**src/rtl/tab_check.sv**
```systemverilog
// Checker for a multiplication-table stream: verifies result == index*MULT and
// that indices run 0..LAST in order, ignoring repeated (held) samples.
module tab_check #(
  parameter int MULT = 3,
  parameter int LAST = 10,
  parameter int IW   = 4,
  parameter int RW   = 8
) (
  input  logic          clk,
  input  logic          rst,
  input  logic          in_valid,
  input  logic [IW-1:0] index,
  input  logic [RW-1:0] result,
  output logic          busy,
  output logic          done,
  output logic          pass,
  output logic [3:0]    err_count,
  output logic [IW-1:0] err_index,
  output logic          err_flag
);

  localparam int PW = RW + IW;

  typedef enum logic [1:0] {IDLE, RUN, DONE} state_t;

  state_t        state, state_n;
  logic [IW-1:0] exp_q, exp_n, last_q, last_n, eidx_q, eidx_n;
  logic [3:0]    cnt_q, cnt_n;
  logic          flag_q, flag_n;

  // Product at full width so an overflowing product can never alias a result.
  logic [PW-1:0] prod;
  logic          val_ok, seq_ok, start, acc, bad;
  logic [3:0]    base_cnt;
  logic [IW-1:0] base_idx;
  logic          base_flag;

  assign prod   = PW'(index) * PW'(MULT);
  assign val_ok = (prod == PW'(result));
  assign seq_ok = (index == exp_q);
  assign start  = in_valid && (state != RUN) && (index == '0);
  assign acc    = in_valid && (state == RUN) && (index != last_q);
  // A starting index-0 sample is always in sequence; only its value is checked.
  assign bad    = !val_ok || (acc && !seq_ok);

  always_ff @(posedge clk or negedge rst) begin
    if (!rst) begin
      state  <= IDLE;
      exp_q  <= '0;
      last_q <= '0;
      cnt_q  <= '0;
      eidx_q <= '0;
      flag_q <= 1'b0;
    end else begin
      state  <= state_n;
      exp_q  <= exp_n;
      last_q <= last_n;
      cnt_q  <= cnt_n;
      eidx_q <= eidx_n;
      flag_q <= flag_n;
    end
  end

  always_comb begin
    state_n   = state;
    exp_n     = exp_q;
    last_n    = last_q;
    cnt_n     = cnt_q;
    eidx_n    = eidx_q;
    flag_n    = flag_q;
    base_cnt  = start ? 4'd0 : cnt_q;
    base_idx  = start ? '0 : eidx_q;
    base_flag = start ? 1'b0 : flag_q;
    if (start || acc) begin
      cnt_n  = base_cnt;
      eidx_n = base_idx;
      flag_n = base_flag;
      if (bad) begin
        if (base_cnt != 4'd15) cnt_n = base_cnt + 4'd1;
        if (!base_flag) begin
          eidx_n = index;
          flag_n = 1'b1;
        end
      end
      // Resync on every accepted sample so a skip costs exactly one error.
      exp_n   = index + IW'(1);
      last_n  = index;
      state_n = (int'(index) >= LAST) ? DONE : RUN;
    end
  end

  always_comb begin
    busy      = (state == RUN);
    done      = (state == DONE);
    pass      = (state == DONE) && (cnt_q == 4'd0);
    err_count = cnt_q;
    err_index = eidx_q;
    err_flag  = flag_q;
  end

endmodule

```
**config.mk**
```make
export PLATFORM = sky130hd
export DESIGN_NAME = tab_check
export DESIGN_NICKNAME = d
export VERILOG_FILES = /design/src/rtl/tab_check.sv
export SDC_FILE = /design/constraint.sdc
export NUM_CORES = 1
export LEC_CHECK = 0
export BUFFER_PORTS_ARGS = -buffer_cell sky130_fd_sc_hd__buf_2
export CORE_AREA = 2 2 55 57
export CTS_BUF_LIST = sky130_fd_sc_hd__clkbuf_4
export CTS_CLUSTER_DIAMETER = 40
export DETAILED_ROUTE_END_ITERATION = 7
export DIE_AREA = 0 0 57 59
export PLACE_DENSITY_LB_ADDON = 0.1
export SETUP_SLACK_MARGIN = 0.15
export SLEW_MARGIN = 20
export SYNTH_ARGS = -nofsm -noshare
export SYNTH_HDL_FRONTEND = slang
export SYNTH_SLANG_ARGS = --single-unit
```
**constraint.sdc**
```tcl
create_clock -name clk -period 2.69 [get_ports clk]
set_input_delay 0.6725 -clock clk [delete_from_list [all_inputs] [get_ports clk]]
set_output_delay 0.6725 -clock clk [all_outputs]
set_load 0.005 [all_outputs]
```
==> summary.txt <==
Synthesis
  – Yosys warnings: 0
  – Synth Instances: ~140
  – Syn Area/Cell: 10.0 um^2
  – Net Count, Synth: 159
  – Most used flip-flop cell after synthesis: dfrtp_1
  – Sequential cell area fraction in the yosys report: 35.2%
  – Ys async rst share: 100%
  – Seq cells post-synth: 19
  – Cell variety after synth: 41
  – Post-Syn Area: about 1400 um^2
  – EDFF count, synth: 0

Cells and area
  – Diodes inserted: 0
  – Fin nets: between 150 and 200
  – Most common cell after layout, fill and taps aside: buf_2
  – Share of layout cells above drive strength 1: 34.3%
  – Commonest non-fill, non-tap cells in the layout: buf_2, nand2_1, dfrtp_1
  – Area added between synthesis and finish: 17.0%
  – Post-layout util: 58.3%
  – Finished Layout Cells: 200

Clocking
  – Skew-Pair Late Insertion Delay: 0.31 ns
  – CTS Hold Bufs: 0
  – Clk sinks: 19
  – TritonCTS clock tree: built
  – Root Driver: clkbuf_4
  – Post_cts resized: 0
  – Clock Pin Slew Worst Setup and Hold Paths: ~0.12 ns
  – H-Tree Depth: 1
  – Num CTS Buffers: 3
  – Maximum clock insertion buffer count: 2
  – Post-CTS setup buffers: 0

Power
  – Overall Power: 1.24 mW
  – PD cells: about 790 nW/um^2
  – Static leakage: between 0.7 and 0.8 nW
  – Peak supply drop: 0.000537 V

Floorplanning
  – IO Pins: 27
  – Num rows: 19
  – DIE AREA: 3360 um^2
  – Chip height: about 59 um
  – Die width: 57 um
  – Core area: about 2700 um^2
  – Initial core utilization: 49.8%

Critical path
  – Startpoint types: primary input
  – Buf/Inv on CP: 2
  – Cell family with most CP delay: adder cells
  – Worst-path cell chain: buf_2 -> ha_1 -> fa_1 -> xnor2_1 -> nand4_1 -> nor3_2 -> nand3_2 -> buf_12 -> a31oi_1 -> a311oi_2
  – R2r setup slk: 0.84 ns
  – Crit path max fanout: 15
  – Critical path type: in -> reg
  – Data required time at the worst endpoint: 2.89 ns
  – Critical Path Max Stage Delay: between 0.4 and 0.5 ns
  – Crit path max-delay cell type: fa_1
  – Crit. End Element: register
  – CP arrival: between 2 and 3 ns

Drt
  – Post-route DRC: 0
  – Drt wl/cell: about 15 um
  – Routed Antenna Nets: 0
  – Routed WL: ~2900 um
  – Routed vias/inst: 5.34
  – DR vias: roughly 1100
  – DR iter-0 viols: 30
  – Drt pass-1 iters: 4

STA
  – Max Clock Skew: a little over 0.007 ns
  – Minimum clock period: 2.34 ns
  – Worst-margin pin slew: 0.453 ns
  – Final setup fails: 0
  – WHS: approximately 0.29 ns
  – Slew Viols, Final: 0
  – Slew margin rel.: between 60 and 70%
  – Max Clk Rate: 427 MHz
  – RSZ-0062 raised after global routing: no
  – Hold Vio Cnt, Final: 0
  – Final period util: between 80% and 90%

Global routing
  – Initial antenna violation count: 0
  – Vias in the first global route: 1055
  – Congestion Overflow GR: 0
  – Largest net degree at the start of global routing: 20
  – First-pass GRT wire length: 5020 um
  – Tot GR Track Use: 19.6%

Placement
  – Port buffer count: 26
  – Hpwl dp: 2320 um
  – Gpl congestion: 0.809
  – Inst Count DP: 196

Flow run
  – MaxCap Viol Count: 0

Status
  – Status: complete, no violations

Min path
  – Worst min-delay path class: in -> async
state kept, by name, summed over array words and instances, names as in the netlist:
name       count
last_q         4
err_index      4
err_flag       1
exp_q          4
state          2
err_count      4
synth_stat cells (2+ instances only):
library cell | count | area share [%]
xnor2_2 | 3 | 3.6
xnor2_1 | 15 | 9.7
inv_1 | 6 | 1.7
o21a_1 | 2 | 1.1
nor2_2 | 2 | 0.93
a41o_1 | 2 | 1.5
a32o_1 | 2 | 1.5
buf_4 | 2 | 1.1
nor3_2 | 2 | 1.5
a21oi_1 | 5 | 1.9
a31oi_1 | 2 | 0.93
o21ai_0 | 5 | 1.9
nand2_1 | 20 | 5.6
nand4_1 | 3 | 1.4
buf_6 | 2 | 1.7
nor2_1 | 7 | 1.9
a21o_1 | 2 | 1.1
nor2b_1 | 2 | 0.93
nand3_1 | 2 | 0.74
ha_1 | 8 | 7.4
dfrtp_1 | 19 | 35
a311oi_2 | 2 | 2.2
o21ai_1 | 2 | 0.74
area by class of cell:
cell class / instances / area, um^2
Sequential cell: 19 / 475
Fill cell: 254 / 1130
Multi-Input combinational cell: 103 / 791
Tap cell: 31 / 38.8
Inverter: 7 / 26.3
Timing Repair Buffer: 36 / 218
Clock buffer: 4 / 30.0
per-layer routing:
layer / vias to the layer above / GRT usage [%] / wire [um]
met5: - / 0 / 0
met4: 0 / 9.30 / 75
met3: 8 / 1.97 / 106
met2: 30 / 33.0 / 1430
met1: 493 / 25.6 / 1300
li1: 536 / - / -
worst paths after layout:
path                       startpoint           end  depth (start not counted)
min reg2reg                  exp_q[1]      exp_q[1]                          2
max in group asynchronous         rst  err_index[0]                          1
max reg2reg                  state[0]  err_count[1]                          7
min in group clk             exp_q[1]      exp_q[1]                          2
min                               rst      exp_q[1]                          1
max                          index[1]  err_count[2]                         10
power by group:
| group | internal [mW] | switching [mW] | leakage (nW) |
|---|---|---|---|
| combinational | 0.287 | 0.268 | 0.503 |
| sequential | 0.409 | 0.112 | 0.231 |
| clock | 0.0681 | 0.0991 | 0.0184 |
stage by stage:
step / worst slack [ns] / instance area, um^2 / setup TNS (ns)
2_1_floorplan: 0.195 / 1350 / 0
3_3_place_gp: 0.0791 / 1550 / 0
3_5_place_dp: -0.0593 / 1550 / -0.129
4_1_cts: 0.281 / 1580 / 0
5_1_grt: 0.151 / 1580 / 0
6_report: 0.350 / 1580 / 0
logic make-up after synthesis:
| family | Yosys count | synth area share (%) |
|---|---|---|
| flip-flops | 19 | 35.2 |
| AO/OA/AOI/OAI | 29 | 18.3 |
| XOR/XNOR | 18 | 13.3 |
| adder cells (fa/ha/maj) | 9 | 8.90 |
| AND/OR/NAND/NOR | 47 | 18.1 |
| buffers and inverters | 13 | 6.21 |
Note: power is estimated with default switching activity, not from simulation.
